### src/rtl/alu_pkg.sv
// Shared ALU types for the tinyalu driver and its command FIFO.
// The ALU operand, result and opcode types live here so the driver, FIFO and any ALU model agree on widths.
package alu_pkg;

    typedef logic [7:0]  operand_t;
    typedef logic [15:0] result_t;

    typedef enum logic [2:0] {
        NOP = 3'd0,
        ADD = 3'd1,
        AND = 3'd2,
        XOR = 3'd3,
        MUL = 3'd4,
        SUB = 3'd5,
        NOT = 3'd6,
        INC = 3'd7
    } opcode_t;

    // One buffered request: opcode + A + B, 19 bits.
    typedef struct packed {
        opcode_t  opcode;
        operand_t a;
        operand_t b;
    } cmd_t;

    localparam int CMD_W = $bits(cmd_t);

    function automatic cmd_t pack_cmd(input opcode_t op, input operand_t a, input operand_t b);
        cmd_t c;
        c.opcode = op;
        c.a      = a;
        c.b      = b;
        return c;
    endfunction

endpackage

### src/rtl/tinyalu_driver_if.sv
// Request, ALU and response handshake bundle for the tinyalu driver.
// "master" is the driver's view; "slave" is the sequencer/ALU/consumer side.
interface tinyalu_driver_if;
    import alu_pkg::*;

    logic     cmd_valid;
    logic     cmd_ready;
    opcode_t  cmd_opcode;
    operand_t cmd_a;
    operand_t cmd_b;

    logic     alu_start;
    opcode_t  alu_opcode;
    operand_t alu_a;
    operand_t alu_b;
    logic     alu_done;
    result_t  alu_result;

    logic     rsp_valid;
    logic     rsp_ready;
    result_t  rsp_result;
    opcode_t  rsp_opcode;
    logic     rsp_timeout;

    modport master (
        input  cmd_valid, cmd_opcode, cmd_a, cmd_b, alu_done, alu_result, rsp_ready,
        output cmd_ready, alu_start, alu_opcode, alu_a, alu_b,
               rsp_valid, rsp_result, rsp_opcode, rsp_timeout
    );

    modport slave (
        output cmd_valid, cmd_opcode, cmd_a, cmd_b, alu_done, alu_result, rsp_ready,
        input  cmd_ready, alu_start, alu_opcode, alu_a, alu_b,
               rsp_valid, rsp_result, rsp_opcode, rsp_timeout
    );
endinterface

### src/rtl/tinyalu_driver_cmd_fifo.sv
// Synchronous command FIFO for the tinyalu driver; flop-based storage,
// the head entry is read straight from the register array.
module driver_cmd_fifo #(
    parameter int DEPTH = 4,
    parameter int WIDTH = 19
) (
    input  logic             clk,
    input  logic             reset,
    input  logic             push,
    input  logic [WIDTH-1:0] wdata,
    input  logic             pop,
    output logic [WIDTH-1:0] rdata,
    output logic             full,
    output logic             empty
);
    localparam int AW = $clog2(DEPTH);

    logic [WIDTH-1:0] mem_r [DEPTH];
    logic [AW:0]      wr_ptr_r;
    logic [AW:0]      rd_ptr_r;

    // Pointers carry one extra wrap bit so full and empty are distinguishable.
    always_ff @(posedge clk) begin
        if (reset) begin
            wr_ptr_r <= '0;
            rd_ptr_r <= '0;
        end else begin
            if (push) begin
                wr_ptr_r <= wr_ptr_r + (AW+1)'(1);
            end
            if (pop) begin
                rd_ptr_r <= rd_ptr_r + (AW+1)'(1);
            end
        end
    end

    // Storage write; contents are don't-care until pushed.
    always_ff @(posedge clk) begin
        if (push) begin
            mem_r[wr_ptr_r[AW-1:0]] <= wdata;
        end
    end

    assign rdata = mem_r[rd_ptr_r[AW-1:0]];
    assign empty = (wr_ptr_r == rd_ptr_r);
    assign full  = (wr_ptr_r[AW] != rd_ptr_r[AW]) && (wr_ptr_r[AW-1:0] == rd_ptr_r[AW-1:0]);

endmodule

### src/rtl/tinyalu_driver.sv
// Command-side initiator for the ALU start/done handshake: buffers requests,
// issues them one at a time, and returns each result (or timeout) in order.
module tinyalu_driver
    import alu_pkg::*;
#(
    parameter int CMD_DEPTH      = 4,
    parameter int TIMEOUT_CYCLES = 16
) (
    input  logic               clk,
    input  logic               reset,
    tinyalu_driver_if.master   bus,
    output logic               busy
);
    localparam logic [1:0] IDLE  = 2'd0;
    localparam logic [1:0] ISSUE = 2'd1;
    localparam logic [1:0] RESP  = 2'd2;

    localparam int              CNT_W    = $clog2(TIMEOUT_CYCLES + 1);
    localparam logic [CNT_W-1:0] CNT_LAST = CNT_W'(TIMEOUT_CYCLES - 1);

    logic [1:0]       state_r;
    logic [CNT_W-1:0] cnt_r;
    logic             fifo_full_s;
    logic             fifo_empty_s;
    logic             push_s;
    logic             pop_s;
    cmd_t             head_s;

    logic     alu_start_r;
    opcode_t  alu_opcode_r;
    operand_t alu_a_r;
    operand_t alu_b_r;
    logic     rsp_valid_r;
    result_t  rsp_result_r;
    opcode_t  rsp_opcode_r;
    logic     rsp_timeout_r;

    assign bus.cmd_ready = !fifo_full_s && !reset;
    assign push_s        = bus.cmd_valid && bus.cmd_ready;
    // A late done from an aborted command must not be mistaken for the next one's.
    assign pop_s         = (state_r == IDLE) && !fifo_empty_s && !bus.alu_done;

    driver_cmd_fifo #(
        .DEPTH (CMD_DEPTH),
        .WIDTH (CMD_W)
    ) u_cmd_fifo (
        .clk   (clk),
        .reset (reset),
        .push  (push_s),
        .wdata (pack_cmd(bus.cmd_opcode, bus.cmd_a, bus.cmd_b)),
        .pop   (pop_s),
        .rdata (head_s),
        .full  (fifo_full_s),
        .empty (fifo_empty_s)
    );

    // Issue/response sequencer with a bounded wait for done.
    always_ff @(posedge clk) begin
        if (reset) begin
            state_r       <= IDLE;
            cnt_r         <= '0;
            alu_start_r   <= 1'b0;
            alu_opcode_r  <= NOP;
            alu_a_r       <= 8'h00;
            alu_b_r       <= 8'h00;
            rsp_valid_r   <= 1'b0;
            rsp_result_r  <= 16'h0000;
            rsp_opcode_r  <= NOP;
            rsp_timeout_r <= 1'b0;
        end else begin
            case (state_r)
                IDLE: begin
                    if (pop_s) begin
                        alu_opcode_r <= head_s.opcode;
                        alu_a_r      <= head_s.a;
                        alu_b_r      <= head_s.b;
                        alu_start_r  <= 1'b1;
                        cnt_r        <= '0;
                        state_r      <= ISSUE;
                    end
                end
                ISSUE: begin
                    if (bus.alu_done) begin
                        rsp_result_r  <= (alu_opcode_r == NOP) ? 16'h0000 : bus.alu_result;
                        rsp_opcode_r  <= alu_opcode_r;
                        rsp_timeout_r <= 1'b0;
                        rsp_valid_r   <= 1'b1;
                        alu_start_r   <= 1'b0;
                        state_r       <= RESP;
                    end else if (cnt_r == CNT_LAST) begin
                        rsp_result_r  <= 16'h0000;
                        rsp_opcode_r  <= alu_opcode_r;
                        rsp_timeout_r <= 1'b1;
                        rsp_valid_r   <= 1'b1;
                        alu_start_r   <= 1'b0;
                        state_r       <= RESP;
                    end else begin
                        cnt_r <= cnt_r + CNT_W'(1);
                    end
                end
                RESP: begin
                    if (bus.rsp_ready) begin
                        rsp_valid_r <= 1'b0;
                        state_r     <= IDLE;
                    end
                end
                default: begin
                    alu_start_r <= 1'b0;
                    rsp_valid_r <= 1'b0;
                    state_r     <= IDLE;
                end
            endcase
        end
    end

    assign bus.alu_start   = alu_start_r;
    assign bus.alu_opcode  = alu_opcode_r;
    assign bus.alu_a       = alu_a_r;
    assign bus.alu_b       = alu_b_r;
    assign bus.rsp_valid   = rsp_valid_r;
    assign bus.rsp_result  = rsp_result_r;
    assign bus.rsp_opcode  = rsp_opcode_r;
    assign bus.rsp_timeout = rsp_timeout_r;
    assign busy            = !fifo_empty_s || (state_r != IDLE);

endmodule
### src/flat_wrapper.sv
// flat-port wrapper written by rule: the top's interface ports become plain ports
module tinyalu_driver_flat import alu_pkg::*;
#(
    parameter int CMD_DEPTH      = 4,
    parameter int TIMEOUT_CYCLES = 16
)
  (clk, reset, busy, bus_cmd_valid, bus_cmd_opcode, bus_cmd_a, bus_cmd_b, bus_alu_done, bus_alu_result, bus_rsp_ready, bus_cmd_ready, bus_alu_start, bus_alu_opcode, bus_alu_a, bus_alu_b, bus_rsp_valid, bus_rsp_result, bus_rsp_opcode, bus_rsp_timeout);
  tinyalu_driver_if bus_i ();
  input  logic clk;
  input  logic reset;
  output logic busy;
  input wire logic [$bits(bus_i.cmd_valid)-1:0] bus_cmd_valid;
  input wire logic [$bits(bus_i.cmd_opcode)-1:0] bus_cmd_opcode;
  input wire logic [$bits(bus_i.cmd_a)-1:0] bus_cmd_a;
  input wire logic [$bits(bus_i.cmd_b)-1:0] bus_cmd_b;
  input wire logic [$bits(bus_i.alu_done)-1:0] bus_alu_done;
  input wire logic [$bits(bus_i.alu_result)-1:0] bus_alu_result;
  input wire logic [$bits(bus_i.rsp_ready)-1:0] bus_rsp_ready;
  output wire logic [$bits(bus_i.cmd_ready)-1:0] bus_cmd_ready;
  output wire logic [$bits(bus_i.alu_start)-1:0] bus_alu_start;
  output wire logic [$bits(bus_i.alu_opcode)-1:0] bus_alu_opcode;
  output wire logic [$bits(bus_i.alu_a)-1:0] bus_alu_a;
  output wire logic [$bits(bus_i.alu_b)-1:0] bus_alu_b;
  output wire logic [$bits(bus_i.rsp_valid)-1:0] bus_rsp_valid;
  output wire logic [$bits(bus_i.rsp_result)-1:0] bus_rsp_result;
  output wire logic [$bits(bus_i.rsp_opcode)-1:0] bus_rsp_opcode;
  output wire logic [$bits(bus_i.rsp_timeout)-1:0] bus_rsp_timeout;
  assign bus_i.cmd_valid = bus_cmd_valid;
  assign bus_i.cmd_opcode = bus_cmd_opcode;
  assign bus_i.cmd_a = bus_cmd_a;
  assign bus_i.cmd_b = bus_cmd_b;
  assign bus_i.alu_done = bus_alu_done;
  assign bus_i.alu_result = bus_alu_result;
  assign bus_i.rsp_ready = bus_rsp_ready;
  assign bus_cmd_ready = bus_i.cmd_ready;
  assign bus_alu_start = bus_i.alu_start;
  assign bus_alu_opcode = bus_i.alu_opcode;
  assign bus_alu_a = bus_i.alu_a;
  assign bus_alu_b = bus_i.alu_b;
  assign bus_rsp_valid = bus_i.rsp_valid;
  assign bus_rsp_result = bus_i.rsp_result;
  assign bus_rsp_opcode = bus_i.rsp_opcode;
  assign bus_rsp_timeout = bus_i.rsp_timeout;
  tinyalu_driver #(.CMD_DEPTH(CMD_DEPTH), .TIMEOUT_CYCLES(TIMEOUT_CYCLES)) u_core (.clk(clk), .reset(reset), .bus(bus_i), .busy(busy));
endmodule
### config.mk
export PLATFORM = sky130hd
export DESIGN_NAME = tinyalu_driver_flat
export DESIGN_NICKNAME = d
export VERILOG_FILES = /design/src/rtl/alu_pkg.sv /design/src/rtl/tinyalu_driver_if.sv /design/src/rtl/tinyalu_driver_cmd_fifo.sv /design/src/rtl/tinyalu_driver.sv /design/src/flat_wrapper.sv
export SDC_FILE = /design/constraint.sdc
export NUM_CORES = 1
export LEC_CHECK = 0
export ABC_AREA = 0
export CAP_MARGIN = 20
export CORE_MARGIN = 2
export CORE_UTILIZATION = 35
export DETAILED_ROUTE_END_ITERATION = 10
export GPL_ROUTABILITY_DRIVEN = 0
export GPL_TIMING_DRIVEN = 0
export RECOVER_POWER = 50
export SLEW_MARGIN = 10
export SYNTH_ARGS = -nofsm -noshare
export SYNTH_HDL_FRONTEND = slang
export SYNTH_SLANG_ARGS = --single-unit
### constraint.sdc
create_clock -name clk -period 3.4 [get_ports clk]
set_input_delay 0.68 -clock clk [delete_from_list [all_inputs] [get_ports clk]]
set_output_delay 0.68 -clock clk [all_outputs]
set_load 0.005 [all_outputs]
# After elaboration in Yosys (flattened, before gate mapping)

Memory sizes are Yosys's and may differ from the RTL's. A register that Yosys moved wholly into a read port is not among the register bits.
Index checks and enable logic that the tools add are counted.

Register bits after elaboration: 35
Bits in writable memories: 76
Bits of input ports: 40
Output and inout port bits: 43
Logic and storage cells: 72
Memories kept: 1

Memories:

| memory                  | depth | bits a word | rd ports | clocked after Yosys merged registers in | wr ports | RTL line                      | source |
|---|---|---|---|---|---|---|---|
| u_core.u_cmd_fifo.mem_r | 4     | 19          | 1        | 1                                       | 1        | tinyalu_driver_cmd_fifo.sv:18 | `logic [WIDTH-1:0] mem_r [DEPTH];` |

Add/subtract/negate cells: 3
Equality and inequality tests: 11
Muxes and demuxes: 25
Bitwise operators: 2
Reduce and logical (&&, ||, !) cells: 21

Operator list:

| cell                | count |
|---|---|
| $mux 16             | 3 |
| $mux 5              | 3 |
| $pmux 5 s2          | 1 |
| $mux 1              | 9 |
| $reduce_and 3->1    | 3 |
| $mux 2              | 4 |
| $add 3x1->3 const B | 2 |
| $mux 3              | 2 |
| $ne 2x2->1 const B  | 3 |
| $pmux 1 s3          | 2 |
| $pmux 2 s3          | 1 |
| $reduce_bool 2->1   | 3 |
| $add 5x1->5 const B | 1 |
| $eq 5x4->1 const B  | 1 |
| $logic_and 1x1->1   | 5 |
| $logic_not 1->1     | 4 |
| $reduce_and 2->1    | 2 |
| $reduce_and 4->1    | 1 |
| $eq 3x3->1          | 1 |
| $logic_not 3->1     | 1 |
| $ne 3x2->1 const B  | 1 |
| $eq 2x1->1 const B  | 1 |
| $eq 2x2->1          | 1 |
| $eq 2x2->1 const B  | 1 |
| 5 further kinds     | 6 |

# Longest topological paths before layout

Depth in word-level cells: 7
Depth in mapped cells: 8
Depth with buffers taken out: 6

# By module

Synthesis repeated with hierarchy kept, for this count alone.

Cells, all modules: 372
Area total of the unflattened synthesis: 5,078.6 um2

Modules (own cells, without submodules):

| module          | instances | cells an instance | area each (um2) | sequential area each (um2) |
|---|---|---|---|---|
| driver_cmd_fifo | 1         | 139               | 3,184.3         | 2,442.3 |
| tinyalu_driver  | 1         | 233               | 1,894.3         | 960.9 |

# Worst setup path before layout

No wires, ideal clock.

Kind: in2reg
Start: in reset
End: mem u_core.u_cmd_fifo.mem_r[1][0] (enable)
Setup time: 0.377 ns
Data arrival time: 1.702 ns
Data required time: 3.023 ns
Setup slack: 1.320 ns
Stages on the path: 3
Path buffers: 1
Cell sequence: buf_2 > a31oi_1 > and3_1

Longest elaborated chain between the ends: 5

RTL lines:

| item                         | RTL line                      | source |
|---|---|---|
| from (decl)                  | flat_wrapper.sv:10            | `input logic reset;` |
| $logic_not 1->1              | tinyalu_driver.sv:38          | `assign bus.cmd_ready = !fifo_full_s && !reset;` |
| $logic_and 1x1->1            | tinyalu_driver.sv:38          |  |
| named net bus_cmd_ready      | flat_wrapper.sv:19            | `output wire logic [$bits(bus_i.cmd_ready)-1:0] bus_cmd_ready;` |
| $logic_and 1x1->1            | tinyalu_driver.sv:39          | `assign push_s = bus.cmd_valid && bus.cmd_ready;` |
| $mux 1                       | tinyalu_driver_cmd_fifo.sv:39 | `if (push) begin` |
| $mux 1 (not written as such) | tinyalu_driver_cmd_fifo.sv:40 | `mem_r[wr_ptr_r[AW-1:0]] <= wdata;` |
| to (decl)                    | tinyalu_driver_cmd_fifo.sv:18 |  |

The timed path passes the listed nets, and every way through them passes these cells.

# Worst setup path after layout

Start: in bus_alu_done
End: reg u_core.alu_opcode_r[2] (netlist: u_core.bus.alu_opcode[2])

Longest elaborated chain between the ends: 3

RTL lines:

| item                              | RTL line             | source |
|---|---|---|
| from (decl)                       | flat_wrapper.sv:16   | `input wire logic [$bits(bus_i.alu_done)-1:0] bus_alu_done;` |
| $logic_not 1->1                   | tinyalu_driver.sv:41 | `assign pop_s = (state_r == IDLE) && !fifo_empty_s && !bus.alu_done;` |
| $logic_and 1x1->1                 | tinyalu_driver.sv:41 |  |
| $reduce_and 2->1 (no source line) | --                   |  |
| to (signal assigned)              | tinyalu_driver.sv:74 | `alu_opcode_r <= head_s.opcode;` |
| to (decl)                         | tinyalu_driver.sv:30 | `opcode_t alu_opcode_r;` |

Every way passes these cells.
A chain may end at the register's enable or synchronous reset.

==> metrics.txt <==
status=complete, no violations; Slew Limit Fails=0; pin count of the biggest net entering global routing=20; post-cts gate resize count=0; number of global-route vias before repair=roughly 3400; syn nets=about 430; ys flop type=edfxtp_1; Mapped Avg Cell Area=approximately 14 sq um; Synth area leaders=edfxtp_1 (43%), dfxtp_1 (20%), mux4_2 (8.0%); fmax=0.332 GHz; Die H=roughly 130 um; NumNets Final=approximately 530; number of CTS-inserted buffers=17; Final HPWL DP=7420 um; synthesized instance count=379; clk_skew=between 6 and 7 ps; Max Used Layer=met4; Seq/Total Area, Yosys=0.631; Yosys top cell area share=0.428; DRT met1 WL=5040 um; Worst R2R Start=u_core.u_cmd_fifo.rd_ptr_r[0]; adder-cell share of the synthesized area=0.0164; Synth cell types=48; final hold vios=0; critical path data required time=roughly 3700 ps; async set-reset flop share out of synthesis=0; count leader, synth=edfxtp_1; initial antenna violation count=0; HP Class=reg -> reg; Core Area=15000 sq um; mux cell area share after synthesis=0.126; Mapped Area=between 5000 and 6000 sq um; RSZ-0062 raised after global routing=false; R2R cell count=6; met2 WL=approximately 5600 um; CTS tree=yes; root buffer cell=clkbuf_16; Rows=45; Crit Path Category=in -> reg; final worst slack=between 300 and 400 ps; Max Cap Viol=0; XOR/XNOR Fraction of Synth Area=0.0141; Final min period=3010 ps; Leak=about 2.6 nW; setup bufs post-CTS=0; ratio of cells with drive above 1 in the final layout=0.138; Clock Sinks=130; post-route worst hold slack=458 ps; Ant. Diodes=0; 1st-iter DRT viols=147; HP Start=u_core.bus.rsp_valid; VDD IR-drop max=between 0.3 and 0.4 mV; Layout area overhead=32.8%; register bit count reported by yosys=130; drt first pass iters=4; first-pass GRT wire length=18300 um; DRT Wirelength=roughly 11000 um; Hold Buf Count CTS=0; clock-pin slew on the worst setup and hold paths=60 ps; worst r2r dst=u_core.bus.alu_opcode[2]; Least-Margin Pin Slew=approximately 1000 ps; Starting Density=0.355; die area=16200 sq um; Post-synth EDFFs=between 70 and 80; Hold EP=u_core.bus.rsp_valid; H-tree depth=4; via count=about 3400; startpoint types=input pin; register-to-register setup slack=710 ps; Setup WS pre-CTS=between 700 and 800 ps; Worst slew margin=0.313; setup TNS=0 ps; Hold Path Stages=2; FILL cells=around 1300; largest family of logic cells by synthesized area=multiplexers; Arr. time, crit path=between 3000 and 4000 ps; area leader, netlist=edfxtp_1; Global Route Usage Sum=0.148; Post-DRT Antenna Nets=0; drt wl/cell=about 17 um; final setup vio count=0; grt ovf=0; Commonest cells post-synth=edfxtp_1 (76), dfxtp_1 (54), nand2b_1 (44); P per Cell Area=roughly 660 nW/um^2; # DRC=0; post-synthesis simple-gate area fraction=0.109; Ys Warns=0; complex-gate fraction of the synthesized area=0.0746; metal3 WL=between 600 and 700 um; die width=approximately 130 um; num ports=83; via/cell ratio=a little under 5; crit share post-route=0.886; endpoint class of the critical path=register; Clk Latency, worst-skew pair=410 ps; Port Buffers=around 80; Crit Path Max Fanout=10; Longest Clk Path Bufs=2
## critical path, stage by stage
cell	delay, ps
dlygate4sd3_1	750
nor3_1	160
o31ai_2	80
clkbuf_1	670
clkbuf_1	720
mux2i_1	270
## power by group
| part | total, W | internal, W | switching (W) | leakage, nW |
|---|---|---|---|---|
| combinational | 0.000763 | 0.000393 | 0.000370 | 1.10 |
| sequential | 0.00183 | 0.00177 | 0.0000571 | 1.13 |
| clock | 0.00205 | 0.00140 | 0.000658 | 0.325 |
| total | 0.00465 | 0.00356 | 0.00109 | 2.55 |
## routing by layer
layer | vias up | GRT usage
li1 | 1625 | -
met4 | 0 | 0.0478
met2 | 91 | 0.242
met3 | 11 | 0.0477
met1 | 1664 | 0.188
met5 | - | 0
## area by class of cell
class,instances,area (sq um),share of cell area
Sequential cell,130,3360,0.475
Multi-Input combinational cell,217,1800,0.254
Timing Repair Buffer,83,866,0.122
Clock buffer,19,443,0.0626
Tap cell,188,235,0.0332
Clock inverter,13,231,0.0327
Buffer,26,118,0.0166
Inverter,6,22.5,0.00318
## worst max path at each step
stage / from / to / cells after the start
after detailed placement: u_core.u_cmd_fifo.rd_ptr_r[0] / u_core.u_cmd_fifo.mem_r[2][12] / 5
after global placement: bus_cmd_valid / u_core.u_cmd_fifo.mem_r[0][12] / 2
after CTS: u_core.u_cmd_fifo.rd_ptr_r[0] / busy / 6
after floorplan: reset / u_core.u_cmd_fifo.mem_r[1][0] / 3
final: bus_alu_done / u_core.bus.alu_opcode[2] / 6
after global routing: u_core.u_cmd_fifo.rd_ptr_r[0] / busy / 6
## cells by family (layout without fill, tap and decap cells)
family | after synthesis | in the layout
flip-flops | 130 | 130
AND/OR/NAND/NOR | 97 | 97
AO/OA/AOI/OAI | 64 | 64
multiplexers | 43 | 43
buffers and inverters | 32 | 147
adder cells (fa/ha/maj) | 7 | 7
XOR/XNOR | 6 | 6
## cells in the final DEF (no fill, tap or decap), drive strengths merged, types with 2 or more instances in the layout
master          n
a211o           2
a21oi          25
a311oi          2
and3            5
buf            12
bufinv          6
clkbuf         35
clkdlybuf4s50  34
clkinv          5
dfxtp          54
dlygate4sd3    47
edfxtp         76
ha              7
inv             7
mux2            2
mux2i          22
mux4           19
nand2           5
nand2b         44
nand3          22
nor2            7
nor2b           2
nor3            3
o21ai          20
o311ai          3
o31a            2
o31ai           3
or3             2
xnor2           3
xor2            3
## sequential cells by signal, indices dropped and copies added, names as in the netlist
register and cells:
u_core.bus.alu_b 8, u_core.u_cmd_fifo.wr_ptr_r 3, u_core.u_cmd_fifo.mem_r 76, u_core.bus.rsp_opcode 3, u_core.bus.alu_a 8, u_core.bus.alu_start 1
u_core.state_r 2, u_core.bus.rsp_timeout 1, u_core.cnt_r 5, u_core.bus.alu_opcode 3, u_core.u_cmd_fifo.rd_ptr_r 3, u_core.bus.rsp_result 16
u_core.bus.rsp_valid 1
## metrics by stage
step           total power (W)  cells   util  instance area (sq um)
6_report               0.00465    682  0.471                   7080
5_1_grt                0.00485    682  0.471                   7080
4_1_cts                0.00473    680  0.469                   7050
3_5_place_dp           0.00266    648  0.424                   6380
3_3_place_gp           0.00265    648  0.424                   6380
2_1_floorplan          0.00234    379      -                   5330
(Power assumes the default switching activity.)
